**src/rtl/disp_pkg.sv**
```systemverilog
// Shared seven-segment definitions: active-low segment bit order and a hex
// glyph helper for callers that want to build patterns for the display bank.
package disp_pkg;

   localparam logic [7:0] SSEG_OFF = 8'hFF;

   // Bit positions within an active-low pattern {dp,g,f,e,d,c,b,a}
   localparam int SEG_A  = 0;
   localparam int SEG_B  = 1;
   localparam int SEG_C  = 2;
   localparam int SEG_D  = 3;
   localparam int SEG_E  = 4;
   localparam int SEG_F  = 5;
   localparam int SEG_G  = 6;
   localparam int SEG_DP = 7;

   function automatic logic [7:0] hex_to_sseg(input logic [3:0] hex);
      logic [7:0] seg;
      case (hex)
         4'h0:    seg = 8'hC0;
         4'h1:    seg = 8'hF9;
         4'h2:    seg = 8'hA4;
         4'h3:    seg = 8'hB0;
         4'h4:    seg = 8'h99;
         4'h5:    seg = 8'h92;
         4'h6:    seg = 8'h82;
         4'h7:    seg = 8'hF8;
         4'h8:    seg = 8'h80;
         4'h9:    seg = 8'h90;
         4'hA:    seg = 8'h88;
         4'hB:    seg = 8'h83;
         4'hC:    seg = 8'hC6;
         4'hD:    seg = 8'hA1;
         4'hE:    seg = 8'h86;
         default: seg = 8'h8E;
      endcase
      return seg;
   endfunction

endpackage

```
**src/rtl/disp_scan_timer.sv**
```systemverilog
// Digit scan timebase: slot counter, digit select and a registered pulse
// marking the wrap from the last digit back to digit 0.
module disp_scan_timer
   import disp_pkg::*;
#(
   parameter int N_DIG    = 4,
   parameter int DIG_BITS = 16,
   localparam int AW      = $clog2(N_DIG)
) (
   input  logic                clk,
   input  logic                rst_n,
   output logic [DIG_BITS-1:0] cnt_o,
   output logic [AW-1:0]       sel_o,
   output logic                frame_tick_o
);

   localparam logic [DIG_BITS-1:0] CNT_MAX = '1;
   localparam logic [AW-1:0]       SEL_MAX = AW'(N_DIG - 1);

   logic [DIG_BITS-1:0] cnt_q, cnt_d;
   logic [AW-1:0]       sel_q, sel_d;
   logic                tick_q, tick_d;

   // sel only moves on slot terminal count; N_DIG need not be a power of two
   always_comb begin
      cnt_d  = cnt_q + 1'b1;
      sel_d  = sel_q;
      tick_d = 1'b0;
      if (cnt_q == CNT_MAX) begin
         if (sel_q == SEL_MAX) begin
            sel_d  = '0;
            tick_d = 1'b1;
         end else begin
            sel_d  = sel_q + 1'b1;
         end
      end
   end

   always_ff @(posedge clk or negedge rst_n) begin
      if (!rst_n) begin
         cnt_q  <= '0;
         sel_q  <= '0;
         tick_q <= 1'b0;
      end else begin
         cnt_q  <= cnt_d;
         sel_q  <= sel_d;
         tick_q <= tick_d;
      end
   end

   assign cnt_o        = cnt_q;
   assign sel_o        = sel_q;
   assign frame_tick_o = tick_q;

endmodule

```
**src/rtl/disp_mux_bank.sv**
```systemverilog
// N-digit multiplexed seven-segment driver with an internal pattern bank,
// per-digit blanking, PWM brightness and anti-ghosting dead time.
module disp_mux_bank
   import disp_pkg::*;
#(
   parameter int N_DIG       = 4,
   parameter int DIG_BITS    = 16,
   parameter int DUTY_BITS   = 4,
   parameter int DEAD_CYCLES = 4,
   localparam int AW         = $clog2(N_DIG)
) (
   input  logic                 clk,
   input  logic                 reset,
   input  logic                 we,
   input  logic [AW-1:0]        waddr,
   input  logic [7:0]           wdata,
   input  logic [N_DIG-1:0]     blank_mask,
   input  logic [DUTY_BITS-1:0] duty,
   output logic [N_DIG-1:0]     an,
   output logic [7:0]           sseg,
   output logic                 frame_tick
);

   localparam logic [DUTY_BITS-1:0] DUTY_FULL = '1;
   localparam logic [DIG_BITS-1:0]  DEAD_CNT  = DIG_BITS'(DEAD_CYCLES);

   logic [DIG_BITS-1:0]  cnt;
   logic [AW-1:0]        sel;
   logic [DUTY_BITS-1:0] phase;
   logic                 lit;

   logic [7:0]       pat_q [N_DIG];
   logic [N_DIG-1:0] an_q, an_d;
   logic [7:0]       sseg_q, sseg_d;

   disp_scan_timer #(
      .N_DIG    (N_DIG),
      .DIG_BITS (DIG_BITS)
   ) u_timer (
      .clk          (clk),
      .rst_n        (reset),
      .cnt_o        (cnt),
      .sel_o        (sel),
      .frame_tick_o (frame_tick)
   );

   // Out-of-range addresses are dropped so a wide host bus cannot alias digits
   always_ff @(posedge clk or negedge reset) begin
      if (!reset) begin
         for (int i = 0; i < N_DIG; i++) begin
            pat_q[i] <= SSEG_OFF;
         end
      end else if (we && (int'(waddr) < N_DIG)) begin
         pat_q[waddr] <= wdata;
      end
   end

   assign phase = cnt[DIG_BITS-1 -: DUTY_BITS];
   assign lit   = !blank_mask[sel] && (cnt >= DEAD_CNT) &&
                  ((duty == DUTY_FULL) || (phase < duty));

   // A single lit bit shifted into place keeps the anodes one-hot by construction
   always_comb begin
      an_d   = ~(N_DIG'(lit) << sel);
      sseg_d = lit ? pat_q[sel] : SSEG_OFF;
   end

   always_ff @(posedge clk or negedge reset) begin
      if (!reset) begin
         an_q   <= '1;
         sseg_q <= SSEG_OFF;
      end else begin
         an_q   <= an_d;
         sseg_q <= sseg_d;
      end
   end

   assign an   = an_q;
   assign sseg = sseg_q;

endmodule

```
**config.mk**
```make
export PLATFORM = sky130hd
export DESIGN_NAME = disp_mux_bank
export DESIGN_NICKNAME = d
export VERILOG_FILES = /design/src/rtl/disp_pkg.sv /design/src/rtl/disp_scan_timer.sv /design/src/rtl/disp_mux_bank.sv
export SDC_FILE = /design/constraint.sdc
export NUM_CORES = 1
export LEC_CHECK = 0
export ABC_AREA = 1
export BUFFER_PORTS_ARGS = -buffer_cell sky130_fd_sc_hd__buf_4
export CAP_MARGIN = 20
export CORE_MARGIN = 2
export CORE_UTILIZATION = 40
export CTS_CLUSTER_SIZE = 8
export DETAILED_ROUTE_END_ITERATION = 16
export SETUP_SLACK_MARGIN = 0.15
export SLEW_MARGIN = 10
export SYNTH_ARGS = -nofsm -noshare
export SYNTH_HDL_FRONTEND = slang
export SYNTH_HIERARCHICAL = 1
export SYNTH_SLANG_ARGS = --single-unit
```
**constraint.sdc**
```tcl
create_clock -name clk -period 2.46 [get_ports clk]
set_clock_uncertainty 0.2 [all_clocks]
set_input_delay 0.369 -clock clk [delete_from_list [all_inputs] [get_ports clk]]
set_output_delay 0.369 -clock clk [all_outputs]
set_load 0.02 [all_outputs]
```
# == Word-level counts from Yosys, hierarchy flattened ==
# Index checks and enable logic that the tools add are counted.
# word_totals
rom_bits,0
in_bits,21
word_cells,41
output_inout_bits,13
latch_bits,0
regBits,63
ram_bits,0
n_memories,0
# op_classes
n_mux,12
n_shift,1
n_eq_ne,3
add_sub_neg,2
n_div,0
n_bitwise,3
magnitude_cmp,6
reduce_logical,5
multipliers,0
# ops
operator,count
bitwise mux 32 bit,1
2-to-1 mux 8 bit,4
"adder 16 x 1 -> 16 bit, second input constant",1
binary-select mux 8 bit (select 2 bit),1
demux 8 bit (select 2 bit),1
"== test 16 bit, second input constant",1
"greater-or-equal comparator 16 x 3 -> 1 bit, second input constant",1
"greater-or-equal comparator 3 bit, second input constant",2
inverter 2 -> 3 bit,2
"== test 4 bit, second input constant",1
< comparator 4 bit,1
inverter 4 bit,1
<< shifter 1 x 2 -> 4 bit,1
logical AND 1 bit,3
"< comparator 2 x 3 -> 1 bit, second input constant",1
"< comparator 3 x 1 -> 1 bit, second input constant",1
2-to-1 mux 1 bit,3
"adder 2 x 1 -> 2 bit, second input constant",1
binary-select mux 1 bit (select 2 bit),1
"== test 2 bit, second input constant",1
2-to-1 mux 2 bit,1
zero test 1 bit,1
logical OR 1 bit,1

# == Depth between registers and ports, before layout ==
# logic_depth
depth_word,7
depth_mapped,9
ltp_nobuf,8

# == Modules after synthesis ==
# The synthesis kept the hierarchy.
# by_module_without_submodules
module,cells_each,area_per_inst_um2,seq_area_each_um2,instances
disp_mux_bank,236,2243.4,1156.1,1
disp_scan_timer,107,949.7,475.5,1

# == Least setup slack after synthesis ==
# No wires, ideal clock.
# synth_path
path_kind,in2reg
start,input port duty[3]
end,register an_q[0] (netlist: an[0])
n_path_buf,1
setup_slack_ns,0.884
setup_ns,0.095
t_arrival_ns,1.281
cell_stages,9
required_ns,2.165
path_cell_list,inv_1 > ha_1 > nand2_1 > inv_2 > nand2_1 > nand2_1 > nand2_2 > buf_2 > nand4_2
# synth_via
elab_chain_cells,5
elab_cells_between_ends,6
classes_between,order compare (1); eq/ne (1); shift (1); bitwise (1); reduce/logical (2)
# synth_lines
element,line,rtl
"start, declared",disp_mux_bank.sv:18,"input logic [DUTY_BITS-1:0] duty,"
< comparator 4 bit / == test 4 bit (equally long branches),disp_mux_bank.sv:60,((duty == DUTY_FULL) || (phase < duty));
logical OR 1 bit *,disp_mux_bank.sv:60,
logical AND 1 bit *,disp_mux_bank.sv:59,assign lit = !blank_mask[sel] && (cnt >= DEAD_CNT) &&
<< shifter 1 x 2 -> 4 bit *,disp_mux_bank.sv:64,an_d = ~(N_DIG'(lit) << sel);
inverter 4 bit *,disp_mux_bank.sv:64,
via an_d[0],disp_mux_bank.sv:33,"logic [N_DIG-1:0] an_q, an_d;"
"end signal, assigned",disp_mux_bank.sv:73,an_q <= an_d;
"end, declared",disp_mux_bank.sv:33,
# Mark *: on every way through the listed nets, which the timed path passes. The rest lies on a longest branch.
# A chain may end at the register's enable or synchronous reset.

# == Final worst setup path ==
# layout_path
start,register u_timer.sel_q[0] (netlist: u_timer/sel_o[0])
end,register sseg_q[7] (netlist: sseg[7])
# layout_via
elab_chain_cells,6
elab_cells_between_ends,10
classes_between,mux (6); bitwise (1); reduce/logical (3)
# layout_lines
element,line,rtl
"start, declared",disp_scan_timer.sv:21,"logic [AW-1:0] sel_q, sel_d;"
"start signal, assigned",disp_scan_timer.sv:46,sel_q <= sel_d;
binary-select mux 1 bit (select 2 bit),disp_mux_bank.sv:59,
2-to-1 mux 1 bit (not written as such),disp_mux_bank.sv:59,
zero test 1 bit,disp_mux_bank.sv:59,
logical AND 1 bit (2 in a row),disp_mux_bank.sv:59,
2-to-1 mux 8 bit *,disp_mux_bank.sv:65,sseg_d = lit ? pat_q[sel] : SSEG_OFF;
via sseg_d[7],disp_mux_bank.sv:34,"logic [7:0] sseg_q, sseg_d;"
"end signal, assigned",disp_mux_bank.sv:74,sseg_q <= sseg_d;
"end, declared",disp_mux_bank.sv:34,
# Mark *: on every way through the listed nets, which the timed path passes. The rest lies on a longest branch. The select of a mux whose other input is x is not followed.

==> impl.org <==
** Detailed routing
- Initial DRT Pass Iterations :: 4
- Total vias in the final route :: 2,288
- In the routed design, unresolved DRC markers number 0.
- The first routing iteration left 107 violations.
- Detailed-route wire length per cell :: 12.8 um
- Once detail routing completed, the nets flagged for antenna violations numbered 0.
- Drt via density :: 4.72
- Routed Wire Length :: 6200 um

** CTS
- Post-CTS repair changed the size of 0 cells.
- The number of hold buffers added after CTS was 1.
- Number of H-tree branching levels :: 3
- After clock tree synthesis, the clock-pin slew on the worst setup and hold paths is 0.08 ns.
- For this design, the sink count on the clock tree is 63.
- For the worst-skew pair, the clock arrives at the later sink with an insertion delay of 0.34 ns.
- Count of buffers added by post-CTS timing repair for setup :: 0
- The clock passes through at most 2 buffers.
- CTS root buffer :: clkbuf_8
- TritonCTS clock tree :: done
- CTS Buf Count :: 9

** Synthesis
- Post-Syn Area per Cell :: 9.31 um2
- Synthesized instance count :: 343
- The synthesized netlist occupies a cell area of 3190 um2.
- Count of state elements after synthesis :: 63
- Ys Warns :: 6
- Synthesis produced a netlist with a net count of 369.
- In the synthesized netlist the dominant register cell turns out to be dfstp_2.
- In the synthesized netlist the async set-or-reset flop fraction comes to 100%.
- EDFF count, synth :: 0
- After synthesis, the netlist uses 32 different library cells.
- Sequential share of the synthesized area :: 51.1%

** Setup path
- Length in cells of the worst reg-to-reg path :: 7
- STA classifies the critical path endpoint as a register.
- Worst reg2reg path startpoint :: u_timer/sel_o[0]
- The worst setup path is launched from a register.
- CP Max Fanout :: 20
- Critical path launch point :: u_timer/sel_o[0]
- Required time of the critical path :: 2.51 ns
- Critical Setup Path Class :: reg2reg
- Timing endpoint of the critical path :: sseg[7]
- Reg2reg setup slack :: 0.68 ns
- The worst register-to-register path ends at sseg[7].
- Arrival time of the worst setup path :: 1.84 ns

** Layout
- Layout Utilization :: 47.2%
- Number of nets in the final layout :: 404
- Total inserted antenna cells :: 0
- In the final layout, the share of cells above drive strength 1 is 38.1%.
- Highest-count cells in the layout ignoring fill and taps :: nand2_1, nor2_1, dfstp_2
- Compared with the post-synthesis result, the final layout area differs by 14.3%.
- Leaving out fill and tap cells, the most frequent cell in the layout is nand2_1.
- Once layout is done, the placed cells without fillers occupy 3650 um2.

** Run
- The tool flagged a number of max-cap violations equal to 0.

** Timing
- Across all setup checks in the final design, the least slack found is 0.676 ns.
- Headroom to the max-slew limit came out at 48.6%.
- The worst path uses 72.5% of the clock period.
- Final slew viol count :: 0
- Setup violation total in the final timing report :: 0
- Setup repair after global routing left no endpoint under its margin.
- Hold timing on the final database bottoms out at a slack of 0.112 ns.
- Worst-Margin Slew :: 0.771 ns
- The number of endpoints with negative hold slack in the final report was 0.
- The smallest clock period supported by the final layout is computed as 1.78 ns.
- Derived from the worst setup path, the maximum achievable clock frequency is 561 MHz.
- Final TNS setup :: 0 ns

** Die
- The floorplan step set the die height to 93.3 um.
- Num ports :: 34
- The floorplan step set the die width to 93.3 um.
- After floorplanning, the core was divided into 32 placement rows.
- After floorplanning, the core was sized to cover 7730 um2.
- The die covers 8710 um2.
- Initial Util :: 41.3%

** Global route
- The number of global-route vias before repair was 2,235.
- The first global-routing pass estimated 10,500 um of wire.
- Antenna violations before repair :: 0
- The total overflow left after global routing is 0.
- Entering global routing, the biggest net connects 64 pins.
- Global routing consumed, over all layers together, 15.7% of the routing resources.

** Placement
- Placer's final routability congestion estimate :: 0.705
- Dpl ws :: 0.688 ns
- Total placed instance area :: 3470 um2
- After legalization and detailed placement, the total HPWL measured 4210 um.
- The count of buffers added on input and output ports is 33.

** Power and ir drop
- Summed over all cells, the static leakage comes to 1.62 nW.
- Peak supply drop :: 255 uV
- Power Dens Cells :: 640 nW/um2

** Run status
- The run finished with clean final reports.

** Min path
- Class of the worst hold path :: in2reg
==> critical path, cell delays in order (launching register included) <==
cell     delay [ns]
dfrtp_1        0.54
inv_2          0.24
nand2_1        0.11
nand3_1        0.07
nand2_1        0.08
nand2_1        0.06
inv_2          0.24
nand4_1        0.15
==> synth_stat cells (4+ instances only) <==
| cell type | n | area share (%) |
|---|---|---|
| ha_1 | 5 | 2.0 |
| nor2_2 | 5 | 0.98 |
| dfstp_2 | 44 | 36 |
| nand3_4 | 4 | 2.2 |
| o21ai_2 | 8 | 2.2 |
| dfrtp_1 | 19 | 15 |
| inv_1 | 21 | 2.5 |
| nor2_1 | 49 | 5.8 |
| nand2_1 | 71 | 8.3 |
| o21ai_1 | 31 | 4.9 |
| xor2_1 | 4 | 1.1 |
| buf_6 | 6 | 2.1 |
| inv_2 | 7 | 0.82 |
| nand3_1 | 7 | 1.1 |
| nand4_2 | 10 | 3.9 |
| o21ai_0 | 15 | 2.4 |
| nand4_1 | 5 | 0.98 |
| nand2_2 | 10 | 2.0 |
==> worst min-delay path by stage <==
| stage | startpoint | to | slack [ns] | cells past startpoint |
|---|---|---|---|---|
| after global routing | wdata[1] | pat_q[1] | 0.12 | 3 |
| final | wdata[1] | pat_q[1] | 0.11 | 3 |
| after global placement | u_timer/cnt_o[0] | u_timer/cnt_o[0] | 0.26 | 1 |
| after detailed placement | u_timer/cnt_o[0] | u_timer/cnt_o[0] | 0.26 | 1 |
| after floorplan | reset | u_timer/cnt_o[0] | -0.13 | 0 |
| after CTS | wdata[3] | pat_q[3] | 0.11 | 3 |
==> kinds of logic (layout without fill, tap and decap cells) <==
group,after synthesis,after routing,synth area share [%]
xor gates and xnor gates,7,7,1.92
buffers and inverters,42,82,7.21
and+or+nand+nor,171,171,28.3
adders and majority gates,5,5,1.96
AOI/OAI and AO/OA,55,55,9.56
DFF,63,63,51.1
==> per-stage QoR <==
stage,power [mW],std cells
2_1_floorplan,1.45,343
3_3_place_gp,1.56,468
3_5_place_dp,1.56,468
4_1_cts,2.36,485
5_1_grt,2.46,485
6_report,2.33,485
==> routing by layer <==
layer  share of wire (%)  wire [um]  vias to the layer above  global-route usage (%)
li1                    -          -                     1179                       -
met1                  49       3020                     1052                    21.1
met2                  46       2820                       49                    24.6
met3                 4.1        253                        8                    2.90
met4                 1.6        102                        0                    7.35
met5                   0          0                        -                       0
==> sequential cells by signal, indices dropped and copies added, names as in the netlist <==
signal                flops
an                        4
pat_q                    32
sseg                      8
u_timer/cnt_o            16
u_timer/frame_tick_o      1
u_timer/sel_o             2
==> cell type report <==
type	count	area (um2)
timing repair buffer	36	273
clock inverter	7	47.5
tap	102	128
multi-input combinational	238	1330
sequential	63	1630
fill	738	4080
inverter	30	114
clock buffer	9	124
==> power breakdown <==
part | total (mW) | internal [mW] | switching (mW)
clock | 0.793 | 0.365 | 0.427
combinational | 0.279 | 0.118 | 0.161
sequential | 1.26 | 1.21 | 0.0548
total | 2.33 | 1.69 | 0.643
(Power assumes the default switching activity.)
